File: src/rtl/ibex_rf_l2_sched.sv
// ---------------------------------------------------------------------------
// ibex_rf_l2_sched
// Schedules the single L2 register-file port between operand reads (for
// operands that missed in L1) and writes. Writes that arrive while a read
// owns the port are parked in a one-entry write buffer and drained when the
// port is free again. Operand reads forward from the newest matching write.
//
// Ports
//   clk_i, rst_i                 clock, synchronous active-high reset
//   req_valid_i                  new operand lookup (honoured in IDLE only)
//   miss_a_i/miss_b_i            operand not present in L1
//   raddr_a_i/raddr_b_i          operand addresses (address 0 never read)
//   kill_i                       abandon an outstanding read
//   wr_req_i/waddr_i/wdata_i     write request, held until wr_ready_o
//   wr_ready_o                   write accepted this cycle
//   l2_addr_o/l2_re_o/l2_we_o    L2 port address and strobes
//   l2_wdata_o/l2_rdata_i        L2 write data / combinational read data
//   rdata_a_o/rdata_b_o          fetched operands (held until next capture)
//   valid_a_o/valid_b_o          operand valid, only in RESP
//   stall_o                      pipeline stall
// ---------------------------------------------------------------------------
module ibex_rf_l2_sched #(
  parameter int DataWidth = 32,
  parameter int AddrWidth = 5
) (
  input  logic                 clk_i,
  input  logic                 rst_i,
  input  logic                 req_valid_i,
  input  logic                 miss_a_i,
  input  logic                 miss_b_i,
  input  logic [AddrWidth-1:0] raddr_a_i,
  input  logic [AddrWidth-1:0] raddr_b_i,
  input  logic                 kill_i,
  input  logic                 wr_req_i,
  output logic                 wr_ready_o,
  input  logic [AddrWidth-1:0] waddr_i,
  input  logic [DataWidth-1:0] wdata_i,
  output logic [AddrWidth-1:0] l2_addr_o,
  output logic                 l2_re_o,
  output logic                 l2_we_o,
  output logic [DataWidth-1:0] l2_wdata_o,
  input  logic [DataWidth-1:0] l2_rdata_i,
  output logic [DataWidth-1:0] rdata_a_o,
  output logic [DataWidth-1:0] rdata_b_o,
  output logic                 valid_a_o,
  output logic                 valid_b_o,
  output logic                 stall_o
);

  localparam logic [1:0] S_IDLE = 2'd0;
  localparam logic [1:0] S_RD_A = 2'd1;
  localparam logic [1:0] S_RD_B = 2'd2;
  localparam logic [1:0] S_RESP = 2'd3;

  logic [1:0]           r_state;
  logic                 r_need_a;
  logic                 r_need_b;
  logic [AddrWidth-1:0] r_addr_a;
  logic [AddrWidth-1:0] r_addr_b;
  logic [DataWidth-1:0] r_rdata_a;
  logic [DataWidth-1:0] r_rdata_b;
  logic                 r_wb_valid;
  logic [AddrWidth-1:0] r_wb_addr;
  logic [DataWidth-1:0] r_wb_data;

  logic                 w_miss_a;
  logic                 w_miss_b;
  logic                 w_in_rd;
  logic                 w_port_free;
  logic                 w_wr_nz;
  logic                 w_wr_ready;
  logic [AddrWidth-1:0] w_rd_addr;
  logic                 w_fwd_new;
  logic                 w_fwd_wb;
  logic [DataWidth-1:0] w_rd_data;

  // A miss on address 0 needs no read: register 0 always reads as zero.
  assign w_miss_a    = miss_a_i && (raddr_a_i != '0);
  assign w_miss_b    = miss_b_i && (raddr_b_i != '0);
  assign w_in_rd     = (r_state == S_RD_A) || (r_state == S_RD_B);
  assign w_port_free = (r_state == S_IDLE) || (r_state == S_RESP);
  // Writes to address 0 are accepted but never reach L2 or the buffer.
  assign w_wr_nz     = wr_req_i && (waddr_i != '0);

  // During a read a write can only be taken if the buffer has room.
  assign w_wr_ready  = w_in_rd ? (!r_wb_valid || (waddr_i == '0)) : 1'b1;
  assign wr_ready_o  = w_wr_ready;

  assign w_rd_addr   = (r_state == S_RD_A) ? r_addr_a : r_addr_b;

  // Newest data wins: a write taken this cycle beats the buffered one, which
  // beats L2. Only one of the two forward sources can match, because a new
  // write is only taken during a read when the buffer is empty.
  assign w_fwd_new   = w_in_rd && w_wr_nz && !r_wb_valid && (waddr_i == w_rd_addr);
  assign w_fwd_wb    = w_in_rd && r_wb_valid && (r_wb_addr == w_rd_addr);
  assign w_rd_data   = w_fwd_new ? wdata_i : (w_fwd_wb ? r_wb_data : l2_rdata_i);

  // L2 port: reads own it in RD_x (skipped when forwarded); otherwise it
  // serves the buffered write first, then a direct write.
  always_comb begin
    l2_addr_o  = '0;
    l2_re_o    = 1'b0;
    l2_we_o    = 1'b0;
    l2_wdata_o = '0;
    if (w_in_rd) begin
      l2_addr_o = w_rd_addr;
      l2_re_o   = !(w_fwd_new || w_fwd_wb);
    end else if (r_wb_valid) begin
      l2_addr_o  = r_wb_addr;
      l2_we_o    = 1'b1;
      l2_wdata_o = r_wb_data;
    end else if (w_wr_nz) begin
      l2_addr_o  = waddr_i;
      l2_we_o    = 1'b1;
      l2_wdata_o = wdata_i;
    end
  end

  assign stall_o   = ((r_state == S_IDLE) && req_valid_i && (w_miss_a || w_miss_b)) || w_in_rd;
  assign valid_a_o = (r_state == S_RESP) && r_need_a;
  assign valid_b_o = (r_state == S_RESP) && r_need_b;
  assign rdata_a_o = r_rdata_a;
  assign rdata_b_o = r_rdata_b;

  // Read sequencer and operand buffers.
  always_ff @(posedge clk_i) begin
    if (rst_i) begin
      r_state   <= S_IDLE;
      r_need_a  <= 1'b0;
      r_need_b  <= 1'b0;
      r_addr_a  <= '0;
      r_addr_b  <= '0;
      r_rdata_a <= '0;
      r_rdata_b <= '0;
    end else begin
      case (r_state)
        S_IDLE: begin
          if (req_valid_i) begin
            r_addr_a <= raddr_a_i;
            r_addr_b <= raddr_b_i;
            r_need_a <= w_miss_a;
            r_need_b <= w_miss_b;
            // A miss on register 0 yields zero without any read.
            if (miss_a_i && (raddr_a_i == '0)) r_rdata_a <= '0;
            if (miss_b_i && (raddr_b_i == '0)) r_rdata_b <= '0;
            if (w_miss_a)      r_state <= S_RD_A;
            else if (w_miss_b) r_state <= S_RD_B;
          end
        end
        S_RD_A: begin
          if (kill_i) begin
            r_need_a <= 1'b0;
            r_need_b <= 1'b0;
            r_state  <= S_IDLE;
          end else begin
            r_rdata_a <= w_rd_data;
            r_state   <= r_need_b ? S_RD_B : S_RESP;
          end
        end
        S_RD_B: begin
          if (kill_i) begin
            r_need_a <= 1'b0;
            r_need_b <= 1'b0;
            r_state  <= S_IDLE;
          end else begin
            r_rdata_b <= w_rd_data;
            r_state   <= S_RESP;
          end
        end
        default: r_state <= S_IDLE;
      endcase
    end
  end

  // One-entry write buffer. When the port is free the buffer drains and is
  // refilled by a write arriving in the same cycle; during a read a write is
  // parked only if the buffer is empty. kill_i does not touch the buffer.
  always_ff @(posedge clk_i) begin
    if (rst_i) begin
      r_wb_valid <= 1'b0;
      r_wb_addr  <= '0;
      r_wb_data  <= '0;
    end else if (w_port_free) begin
      if (r_wb_valid) begin
        r_wb_valid <= w_wr_nz;
        if (w_wr_nz) begin
          r_wb_addr <= waddr_i;
          r_wb_data <= wdata_i;
        end
      end
    end else if (!r_wb_valid && w_wr_nz) begin
      r_wb_valid <= 1'b1;
      r_wb_addr  <= waddr_i;
      r_wb_data  <= wdata_i;
    end
  end

endmodule
File: config.mk
export PLATFORM = sky130hd
export DESIGN_NAME = ibex_rf_l2_sched
export DESIGN_NICKNAME = d
export VERILOG_FILES = /design/src/rtl/ibex_rf_l2_sched.sv
export SDC_FILE = /design/constraint.sdc
export NUM_CORES = 1
export LEC_CHECK = 0
export BUFFER_PORTS_ARGS = -buffer_cell sky130_fd_sc_hd__buf_2
export CAP_MARGIN = 20
export CORE_UTILIZATION = 43
export DETAILED_ROUTE_END_ITERATION = 16
export PLACE_DENSITY = 0.79
export SLEW_MARGIN = 20
export SYNTH_ARGS = -nofsm -noshare
export SYNTH_HDL_FRONTEND = slang
export SYNTH_SLANG_ARGS = --single-unit
File: constraint.sdc
create_clock -name clk_i -period 3.44 [get_ports clk_i]
set_input_delay 0.86 -clock clk_i [delete_from_list [all_inputs] [get_ports clk_i]]
set_output_delay 0.86 -clock clk_i [all_outputs]
set_load 0.02 [all_outputs]
==> results of run 1 <==
worst paths after layout:
path	from	to	cells after the start
worst max register to register	r_state[1]	rdata_a_o[18]	10
worst min-delay path	r_wb_data[17]	r_wb_data[17]	2
worst min register to register	r_wb_data[17]	r_wb_data[17]	2
worst max-delay path	r_state[1]	l2_re_o	9
critical path, delay by kind of cell (launching register included):
kind,cells,cell delay [ns]
xor+xnor,1,0.13
flops,1,0.41
fa+ha+maj,1,0.22
simple gates,3,0.74
buf+inv,3,0.39
mux,1,0.21
cells in the final DEF, fill, tap and decap left out, drive strengths merged, types with 9 or more instances in the layout:
cell type,n
a21oi,94
mux2,32
nand2,137
dfxtp,116
clkbuf,21
a221o,64
and2,68
buf,208
xnor2,9
nor2,86
kinds of logic (layout without fill, tap and decap cells):
family,count (synthesis),count (layout),synth area share [%]
AO/OA/AOI/OAI,175,175,20.8
XOR/XNOR,11,11,1.63
adder cells (fa/ha/maj),5,5,1.06
buffers and inverters,60,243,4.48
flip-flops,116,116,39.4
multiplexers,39,39,9.34
other,0,1,0
AND/OR/NAND/NOR,306,306,23.2
what timing repair did:
item / CTS / global route
pin swaps: 1 / 2
setup endpoints to repair: 1 / 2
resized for setup: 7 / 6
hold endpoints to repair: 0 / 0
gates cloned: 0 / 0
buffers inserted: 1 / 2
final cells by class:
cell class	count	area share (%)
Sequential cell	116	30.0
Antenna cell	1	0.0323
Tap cell	176	2.84
Clock inverter	11	2.00
Multi-Input combinational cell	536	44.3
Inverter	3	0.145
Clock buffer	21	6.08
Timing Repair Buffer	208	14.6
stage by stage:
stage / area [µm²] / hold slack (ns) / std cells
after CTS: 7700 / 0.462 / 1069
after global routing: 7740 / 0.491 / 1072
final: 7740 / 0.472 / 1072
after floorplan: 5890 / 0.436 / 712
after detailed placement: 7020 / 0.455 / 1036
after global placement: 7020 / 0.441 / 1036
registers in the layout, indices dropped and copies added (netlist names):
register and flops:
r_wb_data 32, rdata_a_o 32, rdata_b_o 32, r_addr_a 5, r_addr_b 5, r_wb_addr 5, r_state 2, r_need_a 1
r_need_b 1, r_wb_valid 1
per-layer routing:
layer / part of all wire [%] / GRT usage [%]
met1: 45 / 33.4
met2: 48 / 42.4
met3: 6.2 / 5.60
met4: 1.5 / 8.70
met5: 0 / 0
where the power goes:
part | internal (mW) | total, mW | switching, mW | leakage, nW
combinational | 0.533 | 1.48 | 0.952 | 2.42
clock | 1.26 | 1.87 | 0.609 | 0.316
sequential | 1.47 | 1.59 | 0.119 | 0.941
total | 3.27 | 4.95 | 1.68 | 3.67
==> impl_summary.log, run 1 <==
[metrics] outcome: finished, final reports clean
[metrics] global-route wire length before repair: 28800 µm
[metrics] total power density per cell area: 639 mW/mm²
[metrics] fraction of layout instances using a drive strength above 1: between 30% and 40%
[metrics] Placement Rows: 42
[metrics] Detail Route Antenna Nets: 0
[metrics] clock transition time at the flip-flop clock pins of the worst setup and hold paths: roughly 0.05 ns
[metrics] 1st-iter DRT viols: 479
[metrics] nature of the critical path startpoint: flip-flop
[metrics] clock tree from TritonCTS: done
[metrics] ports placed on the boundary: ~190
[metrics] total via count in the routed design: 5864
[metrics] count of filler cells inserted in the layout: around 1200
[metrics] post-synthesis sequential area ratio: between 30% and 40%
[metrics] first-pass iteration count of the detailed router: 5
[metrics] detailed-route DRC error count: 0
[metrics] cell area after synthesis: between 0.005 and 0.006 mm²
[metrics] worst setup margin: between 0.07 and 0.08 ns
[metrics] Max-cap violations: 0
[metrics] layout overhead on the synthesized area: 31.4%
[metrics] most common cell in the synthesized netlist: nand2_1
[metrics] final critical delay including setup and external delays: roughly 3.4 ns
[metrics] clock latency reported for the late side of the worst-skew pair: about 0.41 ns
[metrics] total clock buffers created by CTS: 17
[metrics] Max Fclk: 0.298 GHz
[metrics] distinct cell type count after synthesis: 35
[metrics] antenna violations before repair: 1
[metrics] fin. max-slew vios: 0
[metrics] top flip-flop cell by instance count after synthesis: dfxtp_1
[metrics] sum of negative setup slack: 0 ns
[metrics] Hold/Removal Path Class: flip-flop to flip-flop
[metrics] number of global-route vias before repair: roughly 5600
[metrics] critical-path cell with the highest stage delay: dfxtp_1
[metrics] number of H-tree levels: 4
[metrics] element type at the critical path end: output pin
[metrics] number of endpoints with negative hold slack in the final report: 0
[metrics] power after layout: between 4 and 5 mW
[metrics] area of the core region: roughly 0.013 mm²
[metrics] post-detailed-route via-to-cell ratio: roughly 5.5
[metrics] count of clock tree sinks: ~120
[metrics] wire length per cell after detailed routing: roughly 17 µm
[metrics] final setup violating endpoints: 0
[metrics] die extent in y: between 100 and 150 µm
[metrics] async set-reset flop share out of synthesis: 0%
[metrics] final layout net count: approximately 1000
[metrics] R2R Setup Slk: 0.44 ns
[metrics] CP arrival: between 2 and 3 ns
[metrics] measured slew at the worst slew-check pin: about 0.97 ns
[metrics] CTS max path bufs: 2
[metrics] Max IR drop VDD: just under 0.5 mV
[metrics] number of warnings reported in the yosys synthesis log: 0
[metrics] Mapped Nets: roughly 800
[metrics] final RePlAce weighted congestion: approximately 0.84
[metrics] Die Wd: 119 µm
[metrics] number of synthesized flops with an enable pin: 0
[metrics] required time at the endpoint of the critical path: approximately 2.6 ns
[metrics] Max-Slew Margin vs Limit: between 30% and 40%
[metrics] port buffer count: about 190
[metrics] top cell types by occurrence after synthesis: 137 x nand2_1, 116 x dfxtp_1, 94 x a21oi_1
[metrics] area of combinational cells with multiple inputs: approximately 0.0034 mm²
[metrics] final core occ: between 50 and 60%
[metrics] pin count of the biggest net entering global routing: 55
[metrics] largest fanout on the critical path: 6
[metrics] proportion of netlist area held by the largest area contributor: 39.4%
[metrics] top cells by area, synth: dfxtp_1 39%, a221o_1 11%, nand2_1 8.7%, a21oi_1 8.0%, mux2_4 7.4%
[metrics] final clock period utilization by the worst path: a little over nine tenths
[metrics] cell taking the most area after synthesis: dfxtp_1
[metrics] gate count after technology mapping: about 700
[metrics] number of synthesized register bits: roughly 120
[metrics] starting utilization of the core area: 44.3%
[metrics] Total Die Area: between 0.01 and 0.015 mm²
[metrics] Post-Place Setup Slack: 0.0766 ns
[metrics] standby leakage power: between 3 and 4 nW
[metrics] Clock Tree Root: clkbuf_16
[metrics] longest individual stage delay on the worst path: between 0.4 and 0.5 ns
[metrics] FF+latch area: 0.00232 mm²
[metrics] Final HPWL DP: between 10000 and 15000 µm
[metrics] final clock skew: slightly below 0.007 ns
[metrics] sum of routed wire length over all layers: around 18000 µm
[metrics] mean cell area of the mapped netlist: 8.28 µm²
[metrics] RSZ-0062 raised after global routing: no
[metrics] critical path cell sequence: inv_2 -> ha_4 -> mux2i_4 -> buf_4 -> xnor2_1 -> nor4_2 -> nand4_1 -> and3_4 -> buf_2
[metrics] overall overflow remaining after global route: 0
[metrics] classification of the worst setup path: flip-flop to output pin
[metrics] aggregate global-route resource usage: between 20% and 30%
[metrics] hold_buf cts: 0
Note: power is estimated with default switching activity, not from simulation.
==> run 2: changes to the inputs <==
--- a/config.mk
+++ b/config.mk
@@ -9,7 +9,7 @@
 export CAP_MARGIN = 20
 export CORE_UTILIZATION = 43
 export DETAILED_ROUTE_END_ITERATION = 16
-export PLACE_DENSITY = 0.79
+export PLACE_DENSITY = 0.81
 export SLEW_MARGIN = 20
 export SYNTH_ARGS = -nofsm -noshare
 export SYNTH_HDL_FRONTEND = slang
==> constraint.sdc (replaced) <==
create_clock -name clk_i -period 2.9 [get_ports clk_i]
set_input_delay 0.725 -clock clk_i [delete_from_list [all_inputs] [get_ports clk_i]]
set_output_delay 0.725 -clock clk_i [all_outputs]
set_load 0.02 [all_outputs]
==> run 2 against run 1 <==
The run now ends with setup timing left. Final area increased by 11%. Clock power up 26%. Worst setup slack worse by 0.27 ns. Sequential cell count unchanged. Highest routed layer unchanged.
==> impl_summary.log, run 2 (synthesis gave the netlist of run 1 again) <==
[metrics] outcome: finished with violations
[metrics] detailed-route DRC error count: 0
[metrics] Max Fclk: 0.324 GHz
[metrics] final RePlAce weighted congestion: roughly 0.87
[metrics] total clock buffers created by CTS: 17
[metrics] Max-cap violations: 0
[metrics] power after layout: 6.27 mW
[metrics] final setup violating endpoints: 33
[metrics] area of combinational cells with multiple inputs: 0.00369 mm²
[metrics] final clock skew: around 0.0084 ns
[metrics] measured slew at the worst slew-check pin: 0.575 ns
[metrics] critical-path cell with the highest stage delay: or4_4
[metrics] port buffer count: between 150 and 200
[metrics] largest fanout on the critical path: 7
[metrics] delay-heaviest family, CP: simple AND/OR/NAND/NOR gates
[metrics] total via count in the routed design: 6302
[metrics] fraction of layout instances using a drive strength above 1: 41.5%
[metrics] cell count of the worst hold path: 2
[metrics] die extent in y: roughly 120 µm
[metrics] sum of routed wire length over all layers: 20400 µm
[metrics] number of global-route vias before repair: between 5000 and 6000
[metrics] Max-Slew Margin vs Limit: about 62%
[metrics] CTS max path bufs: 2
[metrics] final layout net count: around 1000
[metrics] most common cell after layout, fill and taps aside: buf_2
[metrics] wire length per cell after detailed routing: 18.4 µm
[metrics] final critical delay including setup and external delays: 3.09 ns
[metrics] top library cells by usage in the layout, fill and taps aside: 165 x buf_2, 113 x dfxtp_1, 112 x nand2_1, 79 x a21oi_1, 68 x and2_1
[metrics] element type at the critical path end: output pin
[metrics] antenna violations before repair: 1
[metrics] Die Wd: about 120 µm
[metrics] clock tree from TritonCTS: done
[metrics] critical path cell sequence: buf_6 -> or4_4 -> o21a_4 -> clkbuf_16 -> nand2_1 -> nor2_1 -> a21oi_2 -> nor2_1 -> buf_2
[metrics] Final HPWL DP: about 12000 µm
[metrics] nature of the critical path startpoint: primary input
[metrics] FF+latch area: roughly 0.0023 mm²
[metrics] Min-Delay Startpoint: r_addr_a[3]
[metrics] area of the core region: between 0.01 and 0.015 mm²
[metrics] Max IR drop VDD: roughly 0.46 mV
[metrics] Cells after DPL: 1062
[metrics] first-pass iteration count of the detailed router: 5
[metrics] failing checks: setup timing
[metrics] Placement Rows: 42
[metrics] post-detailed-route via-to-cell ratio: 5.69
[metrics] clock transition time at the flip-flop clock pins of the worst setup and hold paths: approximately 0.050 ns
[metrics] Detail Route Antenna Nets: 0
[metrics] pin count of the biggest net entering global routing: 53
[metrics] combined buffer and inverter count along the critical path: 3
[metrics] RSZ-0062 raised after global routing: yes
[metrics] CP dominant cell by count: nor2_1
[metrics] Total Die Area: between 0.01 and 0.015 mm²
[metrics] number of endpoints with negative hold slack in the final report: 0
[metrics] layout overhead on the synthesized area: 46.0%
[metrics] 1st-iter DRT viols: 600
[metrics] aggregate global-route resource usage: 27.0%
[metrics] starting utilization of the core area: between 40% and 50%
[metrics] Hold/Removal Path Class: flip-flop to flip-flop
[metrics] r2r worst-path depth: 13
[metrics] R2R Setup Slk: approximately 0.15 ns
[metrics] Post-Place Setup Slack: -0.141 ns
[metrics] Finished Layout Cells: between 1000 and 1500
[metrics] count of clock tree sinks: about 120
[metrics] path length in cells of the critical path: 9
[metrics] clock latency reported for the late side of the worst-skew pair: 0.42 ns
[metrics] ports placed on the boundary: about 190
[metrics] final core occ: ~65%
[metrics] overall overflow remaining after global route: 0
[metrics] startpoint of the worst-slack reg-to-reg timing path: r_state[1]
[metrics] worst setup margin: -0.187 ns
[metrics] CP arrival: 2.36 ns
[metrics] count of filler cells inserted in the layout: roughly 1000
[metrics] global-route wire length before repair: 29900 µm
[metrics] number of H-tree levels: 4
[metrics] standby leakage power: 4.03 nW
[metrics] fin. max-slew vios: 0
[metrics] required time at the endpoint of the critical path: 2.17 ns
[metrics] classification of the worst setup path: primary input to output pin
[metrics] final clock period utilization by the worst path: 106%
[metrics] longest individual stage delay on the worst path: between 0.5 and 0.6 ns
[metrics] total power density per cell area: around 730 mW/mm²
[metrics] Clock Tree Root: clkbuf_16
[metrics] worst min-delay path endpoint: r_addr_a[3]
[metrics] capture point of the worst reg-to-reg path: rdata_b_o[3]
-- run 2: final cells by class --
class / instances / share of cell area [%]
Clock inverter: 9 / 2.01
Sequential cell: 116 / 27.0
Antenna cell: 1 / 0.0291
Multi-Input combinational cell: 536 / 42.9
Timing Repair Buffer: 244 / 19.7
Clock buffer: 23 / 5.67
Tap cell: 176 / 2.56
Inverter: 3 / 0.131
-- run 2: per-layer routing --
metal / track usage, % / routed length [µm] / up-vias
met3: 6.03 / 1770 / 51
met5: 0 / 0 / -
li1: - / - / 2907
met1: 33.9 / 8080 / 3002
met2: 44.2 / 9950 / 342
met4: 11.9 / 601 / 0
-- run 2: where the power goes --
part,switching [mW],internal (mW),total (mW)
sequential,0.142,1.75,1.89
clock,0.735,1.61,2.35
combinational,1.24,0.790,2.03
-- run 2: worst min-delay path, cell delays in order (launching register included) --
cell	delay, ns
dfxtp_1	0.30
nand2_1	0.05
a21oi_1	0.05
-- run 2: worst max-delay path by stage --
stage	slack, ns	start	end
2_1_floorplan	0.005	waddr_i[1]	l2_wdata_o[16]
3_3_place_gp	-0.11	waddr_i[1]	l2_wdata_o[31]
3_5_place_dp	-0.14	waddr_i[1]	l2_wdata_o[31]
4_1_cts	-0.14	r_state[1]	l2_re_o
5_1_grt	-0.25	r_state[1]	l2_re_o
6_report	-0.19	waddr_i[4]	l2_wdata_o[31]
-- run 2: timing repair --
action / CTS / global route
pin swaps: 4 / 56
hold buffers: 0 / 0
setup endpoints to repair: 33 / 98
buffers inserted: 5 / 2
endpoints found under the hold margin: 0 / 0
cloned: 1 / 7
gates resized for setup: 21 / 102
-- run 2: stage by stage --
step | hold slack, ns | TNS [ns] | cell area, µm²
after floorplan | 0.436 | 0 | 5900
after global routing | 0.477 | -5.85 | 8610
after detailed placement | 0.448 | -2.65 | 7280
after global placement | 0.443 | -1.57 | 7280
final | 0.451 | -4.14 | 8610
after CTS | 0.455 | -2.35 | 8110
==> run 3: changes to the inputs <==
--- a/config.mk
+++ b/config.mk
@@ -7,9 +7,11 @@
 export LEC_CHECK = 0
 export BUFFER_PORTS_ARGS = -buffer_cell sky130_fd_sc_hd__buf_2
 export CAP_MARGIN = 20
-export CORE_UTILIZATION = 43
+export CELL_PAD_IN_SITES_DETAIL_PLACEMENT = 1
+export CELL_PAD_IN_SITES_GLOBAL_PLACEMENT = 1
+export CORE_UTILIZATION = 33
 export DETAILED_ROUTE_END_ITERATION = 16
-export PLACE_DENSITY = 0.81
+export PLACE_DENSITY = 0.85
 export SLEW_MARGIN = 20
 export SYNTH_ARGS = -nofsm -noshare
 export SYNTH_HDL_FRONTEND = slang
==> run 3 against run 2 <==
Sequential cell count unchanged. Clock skew is essentially flat. The flow still finishes with violations (setup timing). Global-route usage down 3.0 points. Critical path type is now flip-flop to output pin. Non-clock buffer count decreased by 1. Critical path depth is the same. Largest cell class unchanged. Combinational power is 8% higher.
==> impl_summary.log, run 3 (synthesis gave the netlist of run 1 again) <==
[metrics] P_sw: about 2.3 mW
[metrics] final clock skew: 0.00800 ns
[metrics] overall overflow remaining after global route: 0
[metrics] final critical delay including setup and external delays: roughly 3.1 ns
[metrics] wire length per cell after detailed routing: around 21 µm
[metrics] clock transition time at the flip-flop clock pins of the worst setup and hold paths: roughly 0.060 ns
[metrics] final setup violating endpoints: 33
[metrics] nature of the critical path startpoint: flip-flop
[metrics] 1st-iter DRT viols: between 200 and 250
[metrics] Max-cap violations: 0
[metrics] Max Fclk: 0.321 GHz
[metrics] CP arrival: around 2.4 ns
[metrics] starting utilization of the core area: between 30% and 40%
[metrics] final layout net count: a little over 1000
[metrics] Post-Route Hold Slack: about 0.47 ns
[metrics] ports placed on the boundary: roughly 190
[metrics] Cells after DPL: approximately 1100
[metrics] total via count in the routed design: ~6300
[metrics] global-route wire length before repair: 33800 µm
[metrics] Final HPWL DP: 14700 µm
[metrics] die extent in y: approximately 140 µm
[metrics] post-detailed-route via-to-cell ratio: 5.48
[metrics] sum of routed wire length over all layers: 24500 µm
[metrics] layout overhead on the synthesized area: 47.4%
[metrics] final core occ: about half
[metrics] number of endpoints with negative hold slack in the final report: 0
[metrics] Total Die Area: roughly 0.018 mm²
[metrics] Clock Tree Root: clkbuf_16
[metrics] FF+latch area: between 0.002 and 0.0025 mm²
[metrics] fraction of layout instances using a drive strength above 1: between 40% and 50%
[metrics] instance area at placement: ~0.0073 mm²
[metrics] outcome: finished with violations
[metrics] standby leakage power: 3.99 nW
[metrics] aggregate global-route resource usage: about a quarter
[metrics] detailed-route DRC error count: 0
[metrics] largest fanout on the critical path: 6
[metrics] measured slew at the worst slew-check pin: 0.641 ns
[metrics] cell count of the worst hold path: 2
[metrics] count of filler cells inserted in the layout: between 2000 and 2500
[metrics] r2r worst-path depth: 10
[metrics] classification of the worst setup path: flip-flop to output pin
[metrics] pin count of the biggest net entering global routing: 55
[metrics] Max-Slew Margin vs Limit: a little under three fifths
[metrics] final clock period utilization by the worst path: 107%
[metrics] Die Wd: ~140 µm
[metrics] number of H-tree levels: 4
[metrics] Placement Rows: 48
[metrics] failing checks: setup timing
[metrics] total power density per cell area: slightly above 700 mW/mm²
[metrics] area of the core region: 0.0174 mm²
[metrics] net switching fraction of the power: a little under two fifths
[metrics] most common cell after layout, fill and taps aside: buf_2
[metrics] port buffer count: 192
[metrics] RSZ-0062 raised after global routing: yes
[metrics] internal power summed over all cells: between 3 and 4 mW
[metrics] final RePlAce weighted congestion: roughly 0.83
[metrics] Clock Power Share: about 34%
[metrics] Detail Route Antenna Nets: 0
[metrics] Finished Layout Cells: approximately 1200
[metrics] number of global-route vias before repair: roughly 6300
[metrics] relative contribution of sequential cells to total power: 30.7%
[metrics] Comb power frac: a little over a third
[metrics] clock tree from TritonCTS: done
[metrics] Hold/Removal Path Class: flip-flop to flip-flop
[metrics] Max IR drop VDD: roughly 0.40 mV
[metrics] count of clock tree sinks: 116
[metrics] worst setup margin: -0.212 ns
[metrics] required time at the endpoint of the critical path: around 2.2 ns
[metrics] CTS max path bufs: 2
[metrics] element type at the critical path end: output pin
[metrics] antenna violations before repair: 2
[metrics] area of combinational cells with multiple inputs: slightly below 0.004 mm²
[metrics] fin. max-slew vios: 0
[metrics] total clock buffers created by CTS: 17
[metrics] clock latency reported for the late side of the worst-skew pair: about 0.42 ns
[metrics] post-route cell area: slightly below 0.009 mm²
[metrics] first-pass iteration count of the detailed router: 4
[metrics] top library cells by usage in the layout, fill and taps aside: 158 x buf_2, 114 x dfxtp_1, 106 x nand2_1, 71 x a21oi_1
==> run 3: final timing paths <==
path	to	from	slack (ns)
worst max-delay path	l2_re_o	r_state[1]	-0.21
worst min-delay path	r_addr_b[0]	r_addr_b[0]	0.47
worst max register to register	rdata_b_o[11]	r_state[1]	0.10
worst min register to register	r_addr_b[0]	r_addr_b[0]	0.47
==> run 3: critical path, cell delays in order, from the launching register on <==
cell     delay [ns]
dfxtp_2        0.32
inv_2          0.07
ha_4           0.24
mux2i_2        0.34
buf_4          0.18
xnor2_1        0.06
nor2_1         0.17
nand4_1        0.20
and3_4         0.25
buf_6          0.13
==> run 3: timing repair <==
| action | CTS | global route |
|---|---|---|
| setup buffers | 2 | 5 |
| gates resized for setup | 26 | 153 |
| pin swaps | 5 | 69 |
| setup endpoints to repair | 98 | 90 |
| gates cloned | 0 | 7 |
| hold buffers | 0 | 0 |
==> run 3: routing by layer <==
| layer | routed length (µm) | global-route usage (%) | up-vias | part of all wire, % |
|---|---|---|---|---|
| met2 | 12200 | 42.2 | 229 | 50 |
| met4 | 540 | 8.18 | 2 | 2.2 |
| li1 | - | - | 2909 | - |
| met5 | 8 | 0 | - | 0.033 |
| met3 | 1220 | 4.79 | 48 | 5.0 |
| met1 | 10500 | 29.0 | 3159 | 43 |
==> run 3: stage by stage <==
step | power [mW] | setup TNS [ns] | setup slack, ns
final | 6.18 | -4.42 | -0.212
after global routing | 6.43 | -5.77 | -0.304
after CTS | 5.96 | -3.44 | -0.171
after detailed placement | 3.79 | -23.32 | -0.322
after global placement | 3.72 | -17.93 | -0.253
after floorplan | 3.01 | 0 | 0.00470
==> run 3: power groups by stage <==
stage          registers (mW)  logic [mW]  clock network [mW]
6_report                 1.90        2.20                2.08
3_3_place_gp             1.89        1.83                   0
4_1_cts                  1.88        1.98                2.10
5_1_grt                  1.91        2.34                2.17
2_1_floorplan            1.89        1.12                   0
3_5_place_dp             1.90        1.89                   0
==> run 3: final cells by class <==
type                       instances  share of cell area, %
multi-input combinational        539                   44.9
sequential                       116                   26.8
timing repair buffer             243                   18.4
clock buffer                      19                   5.10
tap                              225                   3.24
clock inverter                    13                   1.54
inverter                           3                  0.130
antenna                            1                 0.0288
